<file path="src/rtl/if_pkg.sv">
// rtl/if_pkg.sv - shared types and constants for the prefetching IF stage
//
// Purpose : fetch queue entry type, default bubble instruction and a PC
//           alignment helper used by stage_if_prefetch and fetch_fifo.
// Ports   : none (package).
package if_pkg;

  // Instruction presented to ID when no real entry is available.
  localparam logic [31:0] DEFAULT_BUBBLE = 32'h0000_0000;

  // One prefetch queue slot: the instruction word and the PC it came from.
  typedef struct packed {
    logic [31:0] pc;
    logic [31:0] instr;
  } fetch_entry_t;

  // Redirect targets are word aligned; low two bits are dropped.
  function automatic logic [31:0] word_align(input logic [31:0] addr);
    return {addr[31:2], 2'b00};
  endfunction

endpackage

</file>
<file path="src/rtl/stage_if_prefetch_if.sv">
// rtl/stage_if_prefetch_if.sv - IF stage bus: imem port, ID handshake, redirect
//
// Purpose : bundles the instruction-memory, IF/ID and redirect signals.
// Ports   : master = fetch stage (drives imem_req/instr_addr and the ID
//           outputs); slave = environment (drives br_take, pc_res,
//           stall_IF, instr_from_mem).
interface stage_if_prefetch_if #(
  parameter int ADDR_W = 14
) ();

  logic              br_take;
  logic [31:0]       pc_res;
  logic              stall_IF;
  logic [31:0]       instr_from_mem;
  logic              imem_req;
  logic [ADDR_W-1:0] instr_addr;
  logic              if_valid;
  logic [31:0]       pc_fromIF;
  logic [31:0]       pc4_fromIF;
  logic [31:0]       instr;

  modport master (
    input  br_take, pc_res, stall_IF, instr_from_mem,
    output imem_req, instr_addr, if_valid, pc_fromIF, pc4_fromIF, instr
  );

  modport slave (
    output br_take, pc_res, stall_IF, instr_from_mem,
    input  imem_req, instr_addr, if_valid, pc_fromIF, pc4_fromIF, instr
  );

endinterface

</file>
<file path="src/rtl/fetch_fifo.sv">
// rtl/fetch_fifo.sv - DEPTH-entry prefetch queue with synchronous flush
//
// Purpose : circular buffer of fetch entries; DEPTH need not be a power of two.
// Ports   : clk, rst_n (async, active-low); push/din write the tail;
//           pop advances the head shown on dout; flush empties the queue
//           on the next edge and overrides push/pop; count = occupancy.
module fetch_fifo
  import if_pkg::*;
#(
  parameter int  DEPTH   = 4,
  parameter type entry_t = fetch_entry_t,
  localparam int CNT_W   = $clog2(DEPTH + 1),
  localparam int PTR_W   = (DEPTH > 1) ? $clog2(DEPTH) : 1
) (
  input  logic             clk,
  input  logic             rst_n,
  input  logic             push,
  input  logic             pop,
  input  logic             flush,
  input  entry_t           din,
  output entry_t           dout,
  output logic [CNT_W-1:0] count
);

  entry_t           mem [DEPTH];
  logic [PTR_W-1:0] rd_ptr;
  logic [PTR_W-1:0] wr_ptr;

  // Pointers wrap explicitly at DEPTH-1 so odd depths work.
  function automatic logic [PTR_W-1:0] ptr_inc(input logic [PTR_W-1:0] p);
    return (p == PTR_W'(DEPTH - 1)) ? '0 : p + 1'b1;
  endfunction

  always_ff @(posedge clk or negedge rst_n) begin
    if (!rst_n) begin
      rd_ptr <= '0;
      wr_ptr <= '0;
      count  <= '0;
    end else if (flush) begin
      rd_ptr <= '0;
      wr_ptr <= '0;
      count  <= '0;
    end else begin
      if (push) wr_ptr <= ptr_inc(wr_ptr);
      if (pop)  rd_ptr <= ptr_inc(rd_ptr);
      if (push && !pop)      count <= count + 1'b1;
      else if (pop && !push) count <= count - 1'b1;
    end
  end

  // Storage needs no reset: count gates visibility of every slot.
  always_ff @(posedge clk) begin
    if (push && !flush) mem[wr_ptr] <= din;
  end

  assign dout = mem[rd_ptr];

  a_no_overflow : assert property (@(posedge clk) disable iff (!rst_n)
    !(push && !flush && count == CNT_W'(DEPTH)));

  a_no_underflow : assert property (@(posedge clk) disable iff (!rst_n)
    !(pop && !flush && count == '0));

endmodule

</file>
<file path="src/rtl/stage_if_prefetch.sv">
// rtl/stage_if_prefetch.sv - instruction fetch stage with decoupling prefetch queue
//
// Purpose : issues sequential reads to synchronous instruction memory,
//           buffers up to DEPTH returned instructions with their PCs and
//           presents them to ID under stall_IF; br_take flushes the queue
//           and drops any in-flight response.
// Ports   : clk; rst_n (async, active-low); bus (master modport):
//           br_take/pc_res redirect, stall_IF from ID, instr_from_mem read
//           data (one cycle after imem_req), imem_req/instr_addr request,
//           if_valid/pc_fromIF/pc4_fromIF/instr toward ID.
module stage_if_prefetch
  import if_pkg::*;
#(
  parameter int          ADDR_W   = 14,
  parameter int          DEPTH    = 4,
  parameter logic [31:0] RESET_PC = 32'h0000_0000,
  parameter logic [31:0] BUBBLE   = DEFAULT_BUBBLE
) (
  input logic                 clk,
  input logic                 rst_n,
  stage_if_prefetch_if.master bus
);

  localparam int CNT_W = $clog2(DEPTH + 1);

  logic [31:0]      fetch_pc;
  logic [31:0]      resp_pc;
  logic             resp_valid;
  logic [CNT_W-1:0] count;
  fetch_entry_t     head;
  fetch_entry_t     push_entry;
  logic             have_entry;
  logic             push;
  logic             pop;
  logic             issue;
  logic [CNT_W:0]   occupancy;
  logic [CNT_W:0]   credit_limit;

  assign have_entry = (count != '0);
  assign pop        = have_entry & ~bus.stall_IF & ~bus.br_take;
  assign push       = resp_valid & ~bus.br_take;
  assign push_entry = '{pc: resp_pc, instr: bus.instr_from_mem};

  // Credit check: slots already committed (queued + in flight) minus the
  // slot freed by this cycle's pop must leave room for one more response.
  // Written as occupancy < DEPTH + pop to stay unsigned.
  assign occupancy    = {1'b0, count} + {{CNT_W{1'b0}}, resp_valid};
  assign credit_limit = (CNT_W + 1)'(DEPTH) + {{CNT_W{1'b0}}, pop};

  // rst_n gates the request so imem_req is low throughout reset.
  assign issue = rst_n & ~bus.br_take & (occupancy < credit_limit);

  always_ff @(posedge clk or negedge rst_n) begin
    if (!rst_n) begin
      fetch_pc   <= RESET_PC;
      resp_pc    <= '0;
      resp_valid <= 1'b0;
    end else if (bus.br_take) begin
      fetch_pc   <= word_align(bus.pc_res);
      resp_valid <= 1'b0;
    end else if (issue) begin
      resp_pc    <= fetch_pc;
      fetch_pc   <= fetch_pc + 32'd4;
      resp_valid <= 1'b1;
    end else begin
      resp_valid <= 1'b0;
    end
  end

  fetch_fifo #(
    .DEPTH   (DEPTH),
    .entry_t (fetch_entry_t)
  ) u_fifo (
    .clk   (clk),
    .rst_n (rst_n),
    .push  (push),
    .pop   (pop),
    .flush (bus.br_take),
    .din   (push_entry),
    .dout  (head),
    .count (count)
  );

  assign bus.imem_req   = issue;
  assign bus.instr_addr = fetch_pc[ADDR_W+1:2];
  assign bus.if_valid   = have_entry;
  assign bus.pc_fromIF  = have_entry ? head.pc : 32'd0;
  assign bus.pc4_fromIF = have_entry ? head.pc + 32'd4 : 32'd0;
  assign bus.instr      = have_entry ? head.instr : BUBBLE;

endmodule

</file>
<file path="src/flat_wrapper.sv">
// flat-port wrapper written by rule: the top's interface ports become plain ports
module stage_if_prefetch_flat import if_pkg::*;
#(
  parameter int          ADDR_W   = 14,
  parameter int          DEPTH    = 4,
  parameter logic [31:0] RESET_PC = 32'h0000_0000,
  parameter logic [31:0] BUBBLE   = DEFAULT_BUBBLE
)
  (clk, rst_n, bus_br_take, bus_pc_res, bus_stall_IF, bus_instr_from_mem, bus_imem_req, bus_instr_addr, bus_if_valid, bus_pc_fromIF, bus_pc4_fromIF, bus_instr);
  stage_if_prefetch_if #(.ADDR_W(ADDR_W)) bus_i ();
  input logic clk;
  input logic rst_n;
  input wire logic [$bits(bus_i.br_take)-1:0] bus_br_take;
  input wire logic [$bits(bus_i.pc_res)-1:0] bus_pc_res;
  input wire logic [$bits(bus_i.stall_IF)-1:0] bus_stall_IF;
  input wire logic [$bits(bus_i.instr_from_mem)-1:0] bus_instr_from_mem;
  output wire logic [$bits(bus_i.imem_req)-1:0] bus_imem_req;
  output wire logic [$bits(bus_i.instr_addr)-1:0] bus_instr_addr;
  output wire logic [$bits(bus_i.if_valid)-1:0] bus_if_valid;
  output wire logic [$bits(bus_i.pc_fromIF)-1:0] bus_pc_fromIF;
  output wire logic [$bits(bus_i.pc4_fromIF)-1:0] bus_pc4_fromIF;
  output wire logic [$bits(bus_i.instr)-1:0] bus_instr;
  assign bus_i.br_take = bus_br_take;
  assign bus_i.pc_res = bus_pc_res;
  assign bus_i.stall_IF = bus_stall_IF;
  assign bus_i.instr_from_mem = bus_instr_from_mem;
  assign bus_imem_req = bus_i.imem_req;
  assign bus_instr_addr = bus_i.instr_addr;
  assign bus_if_valid = bus_i.if_valid;
  assign bus_pc_fromIF = bus_i.pc_fromIF;
  assign bus_pc4_fromIF = bus_i.pc4_fromIF;
  assign bus_instr = bus_i.instr;
  stage_if_prefetch #(.ADDR_W(ADDR_W), .DEPTH(DEPTH), .RESET_PC(RESET_PC), .BUBBLE(BUBBLE)) u_core (.clk(clk), .rst_n(rst_n), .bus(bus_i));
endmodule
</file>
<file path="config.mk">
export PLATFORM = sky130hd
export DESIGN_NAME = stage_if_prefetch_flat
export DESIGN_NICKNAME = d
export VERILOG_FILES = /design/src/rtl/if_pkg.sv /design/src/rtl/stage_if_prefetch_if.sv /design/src/rtl/fetch_fifo.sv /design/src/rtl/stage_if_prefetch.sv /design/src/flat_wrapper.sv
export SDC_FILE = /design/constraint.sdc
export NUM_CORES = 1
export LEC_CHECK = 0
export CORE_MARGIN = 2
export CORE_UTILIZATION = 43
export CTS_BUF_LIST = sky130_fd_sc_hd__clkbuf_8
export CTS_CLUSTER_SIZE = 40
export DETAILED_ROUTE_END_ITERATION = 10
export GPL_ROUTABILITY_DRIVEN = 1
export HOLD_SLACK_MARGIN = 0.08
export MAX_ROUTING_LAYER = met4
export PLACE_DENSITY = 0.74
export SYNTH_ARGS = -nofsm -noshare
export SYNTH_HDL_FRONTEND = slang
export SYNTH_SLANG_ARGS = --single-unit
</file>
<file path="constraint.sdc">
create_clock -name clk -period 4.3 [get_ports clk]
set_input_delay 0.645 -clock clk [delete_from_list [all_inputs] [get_ports clk]]
set_output_delay 0.645 -clock clk [all_outputs]
set_load 0.1 [all_outputs]
</file>
Yosys cells after proc, flatten, opt, wreduce, memory -nomap -nowiden --
Memory sizes are Yosys's and may differ from the RTL's. Index checks and enable logic that the tools add are counted.
Operators by class: $add $sub $neg 8, $lt $le $gt $ge 1, eq/ne operators 2, muxes and demuxes 18, bitwise logic cells 7, reductions and logical operators 12
Operators by type and width (number):
- $mux 32 | 5
- $add 32x3->32 const B | 2
- $mux 2 | 6
- $mux 3 | 3
- $reduce_bool 2->1 | 3
- $reduce_bool 3->1 | 2
- $and 1x1->1 | 5
- $add 2x1->2 const B | 2
- $add 3x1->4 | 1
- $add 3x1->4 const A | 1
- $eq 2x2->1 const B | 2
- $lt 4x4->1 | 1
- $mux 1 | 4
- $add 3x1->3 const B | 1
- $logic_and 1x1->1 | 3
- $logic_not 1->1 | 3
- $sub 3x1->3 const B | 1
- $not 1->1 | 2
- $reduce_and 2->1 | 1
Word-level totals: bits in registers 72, bits in writable memories 256, input bits 68, output and inout port bits 112, word-level logic and storage cells 55, memories kept 1
Memories:
- u_core.u_fifo.mem | words 4, width 64, read ports 1, clocked after Yosys merged registers in 0, wr ports 1, line fetch_fifo.sv:25 | entry_t mem [DEPTH];

Logic depth before layout (Yosys ltp) --
Gate-level depths: netlist (run 1).
word-level depth 8, depth in mapped cells 9

Cells and area by module --
A second synthesis (run 1) with hierarchy kept.
Second synthesis, totals: cell total of the unflattened synthesis 917, area total of the unflattened synthesis 13940.9 µm²
By module, submodules not included:
- fetch_fifo | instances 1, cells an instance 378, area each 9666.8 µm², sequential area each 7862.5 µm²
- stage_if_prefetch | instances 1, cells an instance 539, area each 4274.1 µm², sequential area each 1526.5 µm²

Worst setup path after synthesis (run 1) --
OpenSTA, ideal clock, no wires.
kind reg2out, start point register u_core.u_fifo.rd_ptr[0], end point output port bus_pc4_fromIF[28], arrival 3922 ps, data required time 3655 ps, path slack -267 ps, cell stages (with the launch flop) 9, path buffers 2, path through dfrtp_1 buf_6 buf_12 mux4_1 ha_1 nand3_2 or4_4 or4_1 a21oi_1
On the way: word-level cells in the longest chain between the ends 3
RTL lines:
- start: declaration | line fetch_fifo.sv:26 | logic [PTR_W-1:0] rd_ptr;
- start signal: assignment | line fetch_fifo.sv:45 | if (pop) rd_ptr <= ptr_inc(rd_ptr);
- $mem_v2 4x64
- $add 32x3->32 | line stage_if_prefetch.sv:88 | assign bus.pc4_fromIF = have_entry ? head.pc + 32'd4 : 32'd0;
- $mux 32 | line stage_if_prefetch.sv:88
- end: declaration | line flat_wrapper.sv:21 | output wire logic [$bits(bus_i.pc4_fromIF)-1:0] bus_pc4_fromIF;
Every way passes these cells.

Final worst setup path (run 1) --
Ends and elaborated chain as after synthesis.

==> summary.txt, run 1 <==
status - complete, no violations
DIE AREA - 33400 sq um
largest net degree at the start of global routing - 63
Die Span Y - 183 um
root buf cell - clkbuf_8
drt drc - 0
antenna violations before repair - 0
Synth Flop Type - edfxtp_1
maxcap violations - 0
share of layout cells above drive strength 1 - 25.9%
vias per inst - 5.41
clk sinks - 316
GR Util met1 - 24.9%
Clock Latency Late Sink - 0.56 ns
Mapped Area - 13700 sq um
async set or reset register ratio after synthesis - 21.5%
DR iter-0 viols - 529
drt total wl - 29.0 mm
vias in the first global route - 8005
core area - 31500 sq um
post-synthesis cell type count - 47
Post-DP HPWL - 19.0 mm
Critical Path Fanout Max - 16
Warnings, synthesis - 0
drt wl/cell - 19.4 um
critical path endpoint category - output pin
total global routing track utilization - 17.7%
Clock Pin Slew Worst Setup and Hold Paths - 0.06 ns
number of flops mapped to enable cells by yosys - 248
RSZ-0062 raised after global routing - true
Arrival @ worst endpoint - 3.55 ns
Layout fillers - 2548
Final Wtd Congestion - 0.823
row count - 65
endpoints failing setup - 0
Layout Nets - 1131
Most Used Layer, Global Route - met2
Die X - 183 um
Finished Core Util - 53.6%
Ports - 180
Worst-Margin Slew - 1.09 ns
minimum clock period - 4.20 ns
sequential share of the synthesized area - 66.6%
routing usage on met3 - 3.04%
Longest Clk Path Bufs - 3
Slew headroom - 27.4%
achievable clock frequency - 0.238 GHz
DR pass1 iterations - 4
CTS tree - built
ANT cells - 0
startpoint types - register
Final Hold Viols - 0
global-route wire length before repair - 44.3 mm
#FFs+latches synth - 316
commonest non-fill, non-tap cell in the layout - edfxtp_1
Initial Util - 43.6%
DR vias - 8092
clock skew - 0.0176 ns
DRT antenna net count - 0
Hold Path Class - reg2reg
H-tree Lvls - 2
Req. time, crit path - 3.65 ns
grt ovf - 0
M2 GR Usage - 26.8%
port buffer count - 173
Area Growth Syn to Fin - 22.7%
most frequent cells in the layout - 248 x edfxtp_1, 82 x buf_4, 78 x clkdlybuf4s50_1, 66 x dfrtp_1, 64 x and2_1
CTS Buf Count - 49
synthesized netlist cell count - 871
Final Cycle Share - 97.6%
Slew Viols, Final - 0
Syn Area/Cell - 15.8 sq um
critical path class - reg2out
==> sequential cells by signal (all words and copies together) (netlist names) <==
signal and count:
u_core.fetch_pc 30, u_core.resp_pc 30, u_core.resp_valid 1, u_core.u_fifo.count 3
u_core.u_fifo.mem 248, u_core.u_fifo.rd_ptr 2, u_core.u_fifo.wr_ptr 2
==> cell families (layout without fill, tap and decap cells) <==
logic type                 Yosys count  count (layout)  synth area share, %
AOI/OAI and AO/OA                   74              74                 2.92
xor gates and xnor gates            39              39                 2.49
adders and majority gates           10              10                0.965
buffers and inverters               79             299                 3.07
DFF                                316             316                 66.6
muxes                               95              95                 13.3
other                                1               4               0.0273
and+or+nand+nor                    257             257                 10.7
==> stage by stage <==
| stage | setup WS [ns] | TNS [ns] | area, sq um | cells | hold slack (ns) |
|---|---|---|---|---|---|
| global placement | 0.557 | 0 | 15900 | 1402 | 0.491 |
| floorplan | 0.319 | 0 | 13800 | 874 | 0.349 |
| finish | 0.103 | 0 | 16900 | 1496 | 0.515 |
| detailed placement | 0.526 | 0 | 15900 | 1402 | 0.510 |
| global route | -0.0593 | -0.119 | 16900 | 1496 | 0.512 |
| CTS | 0.0160 | 0 | 16800 | 1495 | 0.487 |
==> metal layers <==
layer / routed length, um / vias up
li1: - / 3704
met2: 13400 / 286
met4: 601 / 0
met5: 0 / -
met3: 1780 / 48
met1: 13200 / 4054
==> path summary, 6_finish.rpt <==
path	slack (ns)	cells past startpoint	from	to
max	0.10	7	u_core.u_fifo.rd_ptr[0]$_DFFE_PN0P_	bus_pc4_fromIF[28]
min	0.51	0	u_core.resp_pc[3]$_DFFE_PN0P_	u_core.u_fifo.mem[1][35]$_DFFE_PP_
max reg2reg	1.46	6	u_core.resp_valid$_DFF_PN0_	u_core.fetch_pc[31]$_DFFE_PN0P_
min reg2reg	0.51	0	u_core.resp_pc[3]$_DFFE_PN0P_	u_core.u_fifo.mem[1][35]$_DFFE_PP_
max in group asynchronous	2.66	3	rst_n	u_core.u_fifo.rd_ptr[0]$_DFFE_PN0P_
min in group asynchronous	0.52	2	rst_n	u_core.fetch_pc[29]$_DFFE_PN0P_
==> cell type report <==
type	count	area [sq um]	share of cell area [%]
Sequential cell	316	9150	54.3
Multi-Input combinational cell	479	4250	25.2
Timing Repair Buffer	191	1970	11.7
Clock buffer	53	729	4.33
Tap cell	402	503	2.98
Clock inverter	39	193	1.14
Inverter	16	60.1	0.356
==> synth_stat cells, drive strengths merged (5+ instances only) <==
| cell type | n | share of area, % |
|---|---|---|
| nand3 | 15 | 0.58 |
| edfxtp | 248 | 54 |
| xnor2 | 32 | 2.0 |
| or4 | 12 | 0.68 |
| nor2 | 33 | 0.90 |
| a21oi | 19 | 0.69 |
| nand2 | 46 | 1.3 |
| mux2 | 30 | 2.5 |
| or3 | 13 | 0.59 |
| o21ai | 41 | 1.5 |
| a31oi | 5 | 0.23 |
| nor4 | 12 | 0.55 |
| clkbuf | 31 | 0.85 |
| and2 | 68 | 3.1 |
| nand4 | 13 | 0.68 |
| mux4 | 62 | 11 |
| xor2 | 7 | 0.45 |
| dfrtp | 68 | 12 |
| inv | 15 | 0.41 |
| ha | 9 | 0.82 |
| buf | 32 | 1.8 |
| o31ai | 6 | 0.33 |
| nor3 | 10 | 0.40 |
| and4 | 7 | 0.45 |
| and3 | 13 | 0.59 |
==> what timing repair did <==
item | CTS | global route
gates resized for setup | 4 | 2
setup buffers | 0 | 1
hold buffers | 1 | 0
hold endpoints to repair | 11 | 0
setup endpoints to repair | 6 | 7
==> critical path, stage by stage (launching register included) <==
cell     delay, ns
dfrtp_4       0.60
mux4_2        0.47
ha_1          0.27
nand3_4       0.14
or4_4         0.58
or4_1         0.53
a21oi_2       0.20
buf_12        0.20
Power of run 1 is left out: the tool's default activity adds up to more than one toggle a clock period on the data nets, which glitch-free logic cannot reach.
==> inputs of run 2 (changes only) <==
- CORE_MARGIN: 2 -> default
- REMOVE_ABC_BUFFERS: default -> 1
==> run 2 against run 1 <==
Global-route usage rose by 0.93 points. Hold slack got worse by 0.21 ns. Highest routed layer unchanged. Sequential share of layout area fell by 0.50 points. Critical endpoint unchanged.
==> summary.txt, run 2 (synthesis results as in run 1) <==
grt ovf - 0
ANT cells - 0
Initial Util - 43.6%
Final Cell Area - 17000 sq um
Ports - 180
global-route wire length before repair - 45.8 mm
Clock Pin Slew Worst Setup and Hold Paths - 0.06 ns
Non-Filler Instances - 1497
Req. time, crit path - 3.65 ns
CTS Buf Count - 51
row count - 65
clk sinks - 316
commonest non-fill, non-tap cell in the layout - edfxtp_1
startpoint types - register
Slew headroom - 33.2%
clock skew - 0.0244 ns
vias per inst - 5.39
cts hold-fix bufs - 0
Biggest register - u_core.u_fifo.mem
Regs by FF count - u_core.u_fifo.mem (248), u_core.fetch_pc (30), u_core.resp_pc (30)
Hold Path Class - in2async
DRT antenna net count - 0
total global routing track utilization - 18.6%
share of layout cells above drive strength 1 - 27.1%
achievable clock frequency - 0.240 GHz
most frequent cells in the layout - 248 x edfxtp_1, 81 x buf_4, 77 x clkdlybuf4s50_1, 66 x dfrtp_1, 64 x and2_1
Post-DP HPWL - 18.5 mm
Place WS - 0.342 ns
core area - 31500 sq um
minimum clock period - 4.17 ns
placed cell count - 1399
H-tree Lvls - 2
Clock Latency Late Sink - 0.57 ns
Final WS setup - 0.126 ns
Die X - 181 um
DR pass1 iterations - 5
Worst-Margin Slew - 0.998 ns
maxcap violations - 0
Layout Nets - 1131
drt total wl - 29.2 mm
antenna violations before repair - 0
largest net degree at the start of global routing - 72
CTS tree - built
Die Span Y - 181 um
drt wl/cell - 19.5 um
vias in the first global route - 8218
Final Wtd Congestion - 0.883
Slew Viols, Final - 0
critical path class - reg2out
DR vias - 8074
Finished Core Util - 54.1%
max FFs per register - 248
port buffer count - 173
Area Growth Syn to Fin - 23.9%
Final Hold Viols - 0
critical path endpoint category - output pin
area post-placement - 15800 sq um
Final Cycle Share - 97.1%
drt drc - 0
DR iter-0 viols - 514
endpoints failing setup - 0
DIE AREA - 32700 sq um
status - complete, no violations
Longest Clk Path Bufs - 3
Critical Path Fanout Max - 13
root buf cell - clkbuf_8
RSZ-0062 raised after global routing - true
Arrival @ worst endpoint - 3.53 ns
run 2: cell count changes in the layout (fill, tap and decap cells not counted), sizes merged:
cell,previous run,this run
dlygate4sd3,1,0
bufinv,1,8
clkdlybuf4s50,78,77
clkbuf,53,54
clkinv,20,27
inv,34,21
clkinvlp,0,1
run 2: what timing repair did:
action | in CTS | in global routing
endpoints found under the hold margin | 0 | 0
buffers inserted | 1 | 2
endpoints found under the setup margin | 11 | 9
gates resized for setup | 8 | 15
pin swaps | 0 | 0
gates cloned | 0 | 0
run 2: worst paths after layout:
check | start | to | slack, ns | cells after the start
max | u_core.u_fifo.rd_ptr[0]$_DFFE_PN0P_ | bus_pc4_fromIF[28] | 0.13 | 7
min | rst_n | u_core.fetch_pc[4]$_DFFE_PN0P_ | 0.31 | 2
max reg2reg | u_core.fetch_pc[4]$_DFFE_PN0P_ | u_core.fetch_pc[31]$_DFFE_PN0P_ | 1.21 | 5
min reg2reg | u_core.resp_pc[23]$_DFFE_PN0P_ | u_core.u_fifo.mem[3][55]$_DFFE_PP_ | 0.51 | 0
max in group asynchronous | rst_n | u_core.u_fifo.rd_ptr[0]$_DFFE_PN0P_ | 3.30 | 2
min in group clk | bus_br_take | u_core.u_fifo.rd_ptr[1]$_DFFE_PN0P_ | 0.44 | 2
run 2: layout make-up:
class | instances | area (sq um)
Fill cell | 2525 | 14500
Sequential cell | 316 | 9160
Multi-Input combinational cell | 479 | 4230
Timing Repair Buffer | 189 | 1940
Clock buffer | 54 | 743
Tap cell | 402 | 503
Clock inverter | 41 | 384
Inverter | 16 | 60.1
run 2: worst max-delay path, cell delays in order, from the launching register on:
cell,delay (ns)
dfrtp_4,0.59
mux4_2,0.45
ha_1,0.26
nand3_4,0.15
or4_4,0.58
or4_1,0.54
a21oi_2,0.20
buf_12,0.20
run 2: per-stage QoR:
step | hold WS (ns) | TNS (ns)
CTS | 0.331 | 0
detailed placement | 0.507 | 0
floorplan | 0.349 | -137.38
finish | 0.306 | 0
global route | 0.381 | -0.0220
global placement | 0.491 | 0
run 2: per-layer routing:
metal | track usage, % | up-vias | wire, um
met5 | - | - | 0
met4 | 6.53 | 0 | 704
li1 | - | 3700 | -
met1 | 24.9 | 4054 | 13000
met2 | 28.9 | 264 | 13900
met3 | 3.18 | 56 | 1610
Power of run 2 is left out for the same reason.
